File: src/rtl/ex3_pkg.sv
// Package for the serial Excess-3 to BCD/binary decoder.
// Holds the Excess-3 code limits, the controller state type and the
// per-code decode helpers used by the digit decoder.
package ex3_pkg;

  localparam logic [3:0] EX3_OFFSET = 4'd3;
  localparam logic [3:0] EX3_MIN    = 4'h3;
  localparam logic [3:0] EX3_MAX    = 4'hC;

  // Encoding matters: ST_HOLD doubles as out_valid.
  typedef enum logic {
    ST_ACCUM = 1'b0,
    ST_HOLD  = 1'b1
  } ex3_state_e;

  function automatic logic ex3_is_legal(input logic [3:0] code);
    return (code >= EX3_MIN) && (code <= EX3_MAX);
  endfunction

  // Illegal codes decode to 0 so they contribute nothing to the word.
  function automatic logic [3:0] ex3_to_digit(input logic [3:0] code);
    return ex3_is_legal(code) ? (code - EX3_OFFSET) : 4'd0;
  endfunction

endpackage

File: src/rtl/ex3_digit_decode.sv
// Combinational Excess-3 digit decoder.
// Ports:
//   code_i   [3:0]  Excess-3 code, bit3 = MSB
//   digit_o  [3:0]  decimal digit (code-3), 0 for illegal codes
//   legal_o         code is within 4'h3..4'hC
module ex3_digit_decode
  import ex3_pkg::*;
(
  input  logic [3:0] code_i,
  output logic [3:0] digit_o,
  output logic       legal_o
);

  assign legal_o = ex3_is_legal(code_i);
  assign digit_o = ex3_to_digit(code_i);

endmodule

File: src/rtl/ex3_to_bcd_deser.sv
// Serial Excess-3 to BCD/binary deserializer.
// Collects NDIGITS Excess-3 codes (most significant digit first), converts
// each to a decimal digit and presents the finished word as packed BCD plus
// its binary value, with per-digit illegal-code flags, on a valid/ready port.
// Ports:
//   clk, rst          clock, synchronous active-high reset
//   in_valid/in_ready input handshake, in_digit = Excess-3 code
//   out_valid/out_ready output handshake
//   out_bcd           packed BCD, first digit in the top nibble
//   out_bin           binary value of the word
//   out_err           any illegal code in the word
//   out_err_pos       per-digit illegal flag, MSB = first digit
//
// state    | meaning
// ST_ACCUM | no word held, collecting digits
// ST_HOLD  | completed word on out_*, waiting for out_ready
module ex3_to_bcd_deser
  import ex3_pkg::*;
#(
  parameter int NDIGITS = 4,
  parameter int BIN_W   = 14
) (
  input  logic                   clk,
  input  logic                   rst,
  input  logic                   in_valid,
  output logic                   in_ready,
  input  logic [3:0]             in_digit,
  output logic                   out_valid,
  input  logic                   out_ready,
  output logic [4*NDIGITS-1:0]   out_bcd,
  output logic [BIN_W-1:0]       out_bin,
  output logic                   out_err,
  output logic [NDIGITS-1:0]     out_err_pos
);

  localparam int BCD_W = 4 * NDIGITS;
  localparam int CNT_W = (NDIGITS > 1) ? $clog2(NDIGITS) : 1;
  localparam logic [CNT_W-1:0] CNT_LAST = CNT_W'(NDIGITS - 1);

  ex3_state_e           state_q, state_d;
  logic [CNT_W-1:0]     cnt_q, cnt_d;
  logic [BCD_W-1:0]     acc_bcd_q, acc_bcd_d;
  logic [BIN_W-1:0]     acc_bin_q, acc_bin_d;
  logic [NDIGITS-1:0]   acc_err_q, acc_err_d;
  logic [BCD_W-1:0]     bcd_q, bcd_d;
  logic [BIN_W-1:0]     bin_q, bin_d;
  logic                 err_q, err_d;
  logic [NDIGITS-1:0]   err_pos_q, err_pos_d;

  logic [3:0]           code_gated;
  logic [3:0]           dig;
  logic                 legal;
  logic                 accept;
  logic [BCD_W-1:0]     nxt_bcd;
  logic [BIN_W-1:0]     nxt_bin;
  logic [NDIGITS-1:0]   nxt_err;

  // Park the decoder on a legal code when no digit is offered so an
  // undriven in_digit cannot leak into the datapath.
  assign code_gated = in_valid ? in_digit : EX3_MIN;

  ex3_digit_decode u_dec (
    .code_i  (code_gated),
    .digit_o (dig),
    .legal_o (legal)
  );

  assign out_valid = (state_q == ST_HOLD);
  assign in_ready  = !out_valid || out_ready;
  assign accept    = in_valid && in_ready;

  assign nxt_bcd = (acc_bcd_q << 4) | BCD_W'(dig);
  assign nxt_bin = (acc_bin_q * BIN_W'(10)) + BIN_W'(dig);
  assign nxt_err = (acc_err_q << 1) | NDIGITS'(!legal);

  always_comb begin
    state_d   = state_q;
    cnt_d     = cnt_q;
    acc_bcd_d = acc_bcd_q;
    acc_bin_d = acc_bin_q;
    acc_err_d = acc_err_q;
    bcd_d     = bcd_q;
    bin_d     = bin_q;
    err_d     = err_q;
    err_pos_d = err_pos_q;

    if (accept) begin
      if (cnt_q == CNT_LAST) begin
        // Completing digit: publish the word and restart; a word consumed
        // this same cycle is simply replaced, so HOLD is kept.
        bcd_d     = nxt_bcd;
        bin_d     = nxt_bin;
        err_pos_d = nxt_err;
        err_d     = |nxt_err;
        acc_bcd_d = '0;
        acc_bin_d = '0;
        acc_err_d = '0;
        cnt_d     = '0;
        state_d   = ST_HOLD;
      end else begin
        acc_bcd_d = nxt_bcd;
        acc_bin_d = nxt_bin;
        acc_err_d = nxt_err;
        cnt_d     = cnt_q + CNT_W'(1);
        state_d   = ST_ACCUM;
      end
    end else if (out_valid && out_ready) begin
      state_d = ST_ACCUM;
    end
  end

  always_ff @(posedge clk) begin
    if (rst) begin
      state_q   <= ST_ACCUM;
      cnt_q     <= '0;
      acc_bcd_q <= '0;
      acc_bin_q <= '0;
      acc_err_q <= '0;
      bcd_q     <= '0;
      bin_q     <= '0;
      err_q     <= 1'b0;
      err_pos_q <= '0;
    end else begin
      state_q   <= state_d;
      cnt_q     <= cnt_d;
      acc_bcd_q <= acc_bcd_d;
      acc_bin_q <= acc_bin_d;
      acc_err_q <= acc_err_d;
      bcd_q     <= bcd_d;
      bin_q     <= bin_d;
      err_q     <= err_d;
      err_pos_q <= err_pos_d;
    end
  end

  assign out_bcd     = bcd_q;
  assign out_bin     = bin_q;
  assign out_err     = err_q;
  assign out_err_pos = err_pos_q;

endmodule

File: config.mk
export PLATFORM = sky130hd
export DESIGN_NAME = ex3_to_bcd_deser
export DESIGN_NICKNAME = d
export VERILOG_FILES = /design/src/rtl/ex3_pkg.sv /design/src/rtl/ex3_digit_decode.sv /design/src/rtl/ex3_to_bcd_deser.sv
export SDC_FILE = /design/constraint.sdc
export NUM_CORES = 1
export LEC_CHECK = 0
export CELL_PAD_IN_SITES_DETAIL_PLACEMENT = 1
export CELL_PAD_IN_SITES_GLOBAL_PLACEMENT = 1
export CORE_AREA = 2 2 63 125
export CTS_BUF_LIST = sky130_fd_sc_hd__clkbuf_8
export DETAILED_ROUTE_END_ITERATION = 10
export DIE_AREA = 0 0 65 127
export PLACE_DENSITY = 0.84
export SYNTH_ARGS = -nofsm -noshare
export SYNTH_HDL_FRONTEND = slang
export SYNTH_SLANG_ARGS = --single-unit
File: constraint.sdc
create_clock -name clk -period 6.15 [get_ports clk]
set_clock_uncertainty 0.05 [all_clocks]
set_input_delay 1.845 -clock clk [delete_from_list [all_inputs] [get_ports clk]]
set_output_delay 1.845 -clock clk [all_outputs]
set_load 0.01 [all_outputs]
Yosys cells after proc, flatten, opt, wreduce, memory -nomap -nowiden --
Index checks and enable logic that the tools add are counted.
Operators by class: bitwise operators 2, equality and inequality tests 1, mux-type cells 9, $lt $le $gt $ge 2, $add $sub $neg 3, multiply operators 1, reductions and logical operators 9
Operator list (count):
- 16-bit by 4-bit OR with 16-bit output | 1
- 14-bit by 4-bit adder with 14-bit output | 1
- 14-bit by 3-bit multiplier with 13-bit output (second input constant) | 1
- 14-bit two-way mux | 1
- 12-bit two-way mux | 1
- 4-bit two-way mux | 2
- 4-bit by 2-bit greater-or-equal comparator with 1-bit output (second input constant) | 1
- 4-bit <= comparator (second input constant) | 1
- 4-bit by 1-bit OR with 4-bit output | 1
- 4-bit OR reduction | 1
- 4-bit by 2-bit subtractor with 4-bit output (second input constant) | 1
- 1-bit logical AND | 3
- 1-bit two-way mux | 3
- 3-bit two-way mux | 1
- 2-bit by 1-bit adder with 2-bit output (second input constant) | 1
- 2-bit == test (second input constant) | 1
- 1-bit logical NOT | 2
- 2-bit two-way mux | 1
- 2-bit AND reduction | 1
- 2-bit nonzero test | 1
- 1-bit logical OR | 1
Word-level totals: input port bits 8, output and inout bits 37, logic and storage cells 36, register bits 67

Depth between registers and ports, before layout --
depth in word-level cells 6, gate-level depth with buffers 14, mapped depth without buffers 14

Modules after synthesis --
Synthesis repeated with hierarchy kept, for this count alone.
Second synthesis, totals: cells, all modules 402, area total of the unflattened synthesis 3375.7 um^2
Modules (own cells, without submodules):
- ex3_to_bcd_deser | times used 1, area each 3261.9 um^2, cells each 385, sequential area each 1281.2 um^2
- ex3_digit_decode | times used 1, area each 113.9 um^2, cells each 17, sequential area each 0.0 um^2

Worst setup path after synthesis --
OpenSTA, ideal clock, no wires.
path type input to register, start input in_digit[0], end register acc_bin_q[12], path slack 1.561 ns, stages on the path 13, library setup time 0.122 ns, data required time 5.978 ns, data arrival time 4.417 ns, path buffers 0, cell sequence nand2b_1 inv_1 ha_1 o32ai_1 nor2_1 ha_1 a21o_1 a21oi_1 nor2_1 nand2_1 nor3_1 nor3_1 a221o_1
Between the ends: longest elaborated chain between the ends 6, elaborated cells between the ends (all ways) 8, classes of those cells add/sub (2); order compare (2); mux (3); reduce/logical (1)
Ends and longest elaborated chain:
- start, declared | RTL line ex3_to_bcd_deser.sv:27 | input logic [3:0] in_digit,
- 4-bit two-way mux (*) | RTL line ex3_to_bcd_deser.sv:60 | assign code_gated = in_valid ? in_digit : EX3_MIN;
- 4-bit by 2-bit greater-or-equal comparator with 1-bit output / 4-bit <= comparator (equally long branches) | RTL line ex3_pkg.sv:17 | return (code >= EX3_MIN) && (code <= EX3_MAX);
- 1-bit logical AND | RTL line ex3_pkg.sv:17
- 4-bit two-way mux (*) | RTL line ex3_pkg.sv:22 | return ex3_is_legal(code) ? (code - EX3_OFFSET) : 4'd0;
- via dig[2] | RTL line ex3_to_bcd_deser.sv:51 | logic [3:0] dig;
- 14-bit by 4-bit adder with 14-bit output (*) | RTL line ex3_to_bcd_deser.sv:73 | assign nxt_bin = (acc_bin_q * BIN_W'(10)) + BIN_W'(dig);
- 14-bit two-way mux (*) | RTL line ex3_to_bcd_deser.sv:88 | if (cnt_q == CNT_LAST) begin
- end signal, assigned | RTL line ex3_to_bcd_deser.sv:127 | acc_bin_q <= acc_bin_d;
- end, declared | RTL line ex3_to_bcd_deser.sv:43 | logic [BIN_W-1:0] acc_bin_q, acc_bin_d;
The timed path passes the listed nets; every way through them passes the cells marked *. A chain may end at the register's enable or synchronous reset.

Worst setup path in the final report --
start input out_ready, end output in_ready
Between the ends: longest elaborated chain between the ends 1
Ends and longest elaborated chain:
- start, declared | RTL line ex3_to_bcd_deser.sv:29 | input logic out_ready,
- 1-bit logical OR | RTL line ex3_to_bcd_deser.sv:69 | assign in_ready = !out_valid || out_ready;
- end, declared | RTL line ex3_to_bcd_deser.sv:26 | output logic in_ready,
Every way passes these cells.

==> results.py <==
metrics = {
    "status": {
        "status": "complete, no violations",
    },
    "critical_path": {
        "path_buf_inv": 2,
        "crit_type": "input port to output port",
        "cp-end-kind": "output port",
        "cp_cell_sequence": "clkdlybuf4s50_1 > nand2b_1 > clkdlybuf4s50_1",
        "crit_path_max_fanout": 4,
        "start_kind": "input port",
        "cp_slowest_stage_delay_ns": 0.57,
        "critical-path-slowest-cell": "clkdlybuf4s50_1",
        "cp_data_arrival_time_ns": 3.07,
        "cp.required_ns": 4.26,
        "critical-path-top-delay-family": "buffers and inverters",
        "worst_path_most_repeated_cell": "clkdlybuf4s50_1",
    },
    "final_layout": {
        "fill_cells": 871,
        "drive_gt1_share_pct": 6.57,
        "antenna_cells": 0,
        "area_growth_pct": 20.4,
        "nNetsFinal": 459,
    },
    "drt": {
        "dr.pass1.iters": 4,
        "drtIter0Drc": 150,
        "ant_nets": 0,
        "vias": 2865,
        "drc_errors": 0,
        "wl_um": 8740,
        "avgRoutedWirePerCell_um": 16.9,
        "vias_per_cell": 5.53,
    },
    "clocking": {
        "numCtsBuffers": 9,
        "h-tree-depth": 3,
        "root_buffer": "clkbuf_8",
        "cts_resized": 0,
        "clk-insertion-delay-late_ns": 0.35,
        "cts_tree": "built",
        "clk_pin_slew_ns": 0.07,
        "cts_sinks": 64,
        "clockBufferDepth": 2,
        "postCtsHoldBufs": 0,
        "post-cts-setup-buffers": 0,
    },
    "timing": {
        "maxSlewHeadroom_pct": 25.0,
        "setup_ws_ns": 1.19,
        "finalMaxSlewViolations": 0,
        "fin_setup_tns_ns": 0,
        "rsz0062_at_grt": "false",
        "final.min_clock_period_ns": 4.96,
        "setup_viol": 0,
        "timing.fmax_ghz": 0.202,
        "period_share_pct": 80.7,
        "finalHoldViolations": 0,
        "tightestPinTransition_ns": 1.12,
    },
    "logic_synthesis": {
        "yosysTopAreaCell": "dfxtp_1",
        "syn_avg_cell_area_um2": 8.30,
        "synth.ff_latch_count": 64,
        "yosysWarnings": 0,
        "synth_nets": 424,
        "yosysSeqAreaShare_pct": 39.7,
        "syn_inst": 389,
        "post_synth_instance_area_mm2": 0.00323,
        "yosysTopAreaCellShare_pct": 39.7,
        "ys_top_cells_by_area": "dfxtp_1, ha_1, a21oi_1",
        "ys_types": 49,
    },
    "global_route": {
        "overflow": 0,
        "first_global_vias": 3122,
        "grt_pass1_wl_um": 14300,
        "antenna_found_initial": 0,
        "grt.total_usage_pct": 22.6,
        "grt_max_degree": 66,
    },
    "floorplan": {
        "dieArea_mm2": 0.00826,
        "ioPinCount": 45,
        "num_rows": 44,
        "die_w_um": 65,
        "start_util_pct": 44.8,
        "core_mm2": 0.00721,
        "die_h_um": 127,
    },
    "placement": {
        "io_buffers": 44,
        "place_congestion": 0.905,
        "post-dp-hpwl_um": 6520,
        "dp_slack_ns": 1.01,
    },
    "pwr": {
        "powerDensity_mw_per_mm2": 232,
        "p_leak_nw": 1.60,
        "peakVddDrop_mv": 0.115,
    },
    "flow_run": {
        "cap_violations": 0,
    },
    "min_path": {
        "min_path_type": "flop to flop",
    },
}
-- tightest hold or removal path: cells and delay by family, from the launching register on --
family          cells  cell delay, ns
simple gates        1            0.05
flops               1            0.31
compound gates      1            0.05
-- state kept, by name, indices dropped and copies added, names as in the netlist --
register,flops
out_bcd,16
out_bin,13
acc_bcd_q,12
acc_bin_q,12
out_err_pos,4
acc_err_q,3
cnt_q,2
out_err,1
out_valid,1
-- metrics by stage --
step | utilization [%] | instance area, µm² | hold slack (ns) | cells | total power, W
2_1_floorplan | - | 3230 | 0.382 | 389 | 0.000533
3_3_place_gp | 51.5 | 3710 | 0.390 | 505 | 0.000565
3_5_place_dp | 51.5 | 3710 | 0.398 | 505 | 0.000571
4_1_cts | 53.9 | 3890 | 0.407 | 518 | 0.000911
5_1_grt | 53.9 | 3890 | 0.429 | 518 | 0.000935
6_report | 53.9 | 3890 | 0.403 | 518 | 0.000902
-- cells in the final DEF (no fill, tap or decap), drive strengths merged, types with 3 or more instances in the layout --
cell / count
xnor2: 10
nor2b: 4
a211oi: 4
and3: 16
nor3: 10
nor2: 45
a21oi: 55
inv: 9
clkdlybuf4s50: 43
xor2: 9
a22oi: 10
nand3: 7
nand2: 61
nor4: 3
dfxtp: 64
ha: 25
a21o: 4
clkbuf: 10
buf: 5
o21ai: 3
-- cell type report --
cell class                 count  area (µm²)  area share [%]
sequential                    64        1280            32.9
timing repair buffer          48         465            12.0
clock inverter                 3        37.5           0.965
clock buffer                  10         138            3.54
tap                           92         115            2.96
inverter                       7        26.3           0.676
multi-input combinational    294        1830            46.9
-- kinds of logic after synthesis --
kind of cell             share of synthesized area [%]
XOR/XNOR                                          5.15
flip-flops                                        39.7
AO/OA/AOI/OAI                                     16.6
adder cells (fa/ha/maj)                           10.9
AND/OR/NAND/NOR                                   23.5
buffers and inverters                             3.87
multiplexers                                     0.310
-- synthesized netlist by cell type, drive strengths merged --
cell type	n
and4	1
xor2	9
nand2b	2
clkbuf	18
a31oi	2
a221oi	1
a211o	1
nand4	2
a211oi	4
ha	25
nor4	3
or2b	1
nand4b	2
fa	2
a21oi	55
xnor2	10
nor2	45
nand3	7
inv	7
nand2	61
dfxtp	64
o21ai	3
and2	2
o21bai	2
o32ai	1
mux2i	1
a21o	4
o21a	1
nand3b	1
nor3	10
nor2b	4
o41ai	1
and3	16
or3	2
o2111ai	1
a221o	2
a22oi	10
buf	6
-- where the power goes --
group	leakage, nW	switching [W]	total [W]	internal, W
clock network	0.0967	0.000152	0.000340	0.000188
registers	0.517	0.00000983	0.000435	0.000425
logic	0.987	0.0000783	0.000127	0.0000490
-- path summary, 6_finish.rpt --
check	to	cells after the start	slack (ns)	from
worst min-delay path	out_bcd[8]	2	0.40	out_bcd[8]
worst max-delay path	in_ready	3	1.19	out_ready
worst max register to register	acc_bin_q[12]	10	2.61	acc_bin_q[1]
worst min register to register	out_bcd[8]	2	0.40	out_bcd[8]
-- metal layers --
metal / share of wire [%] / global-route usage, % / up-vias
met5: 0 / 0 / -
met4: 4.4 / 15.5 / 0
met3: 1.9 / 2.55 / 26
met2: 57 / 42.9 / 48
met1: 36 / 21.7 / 1374
li1: - / - / 1417
(Power assumes the default switching activity.)
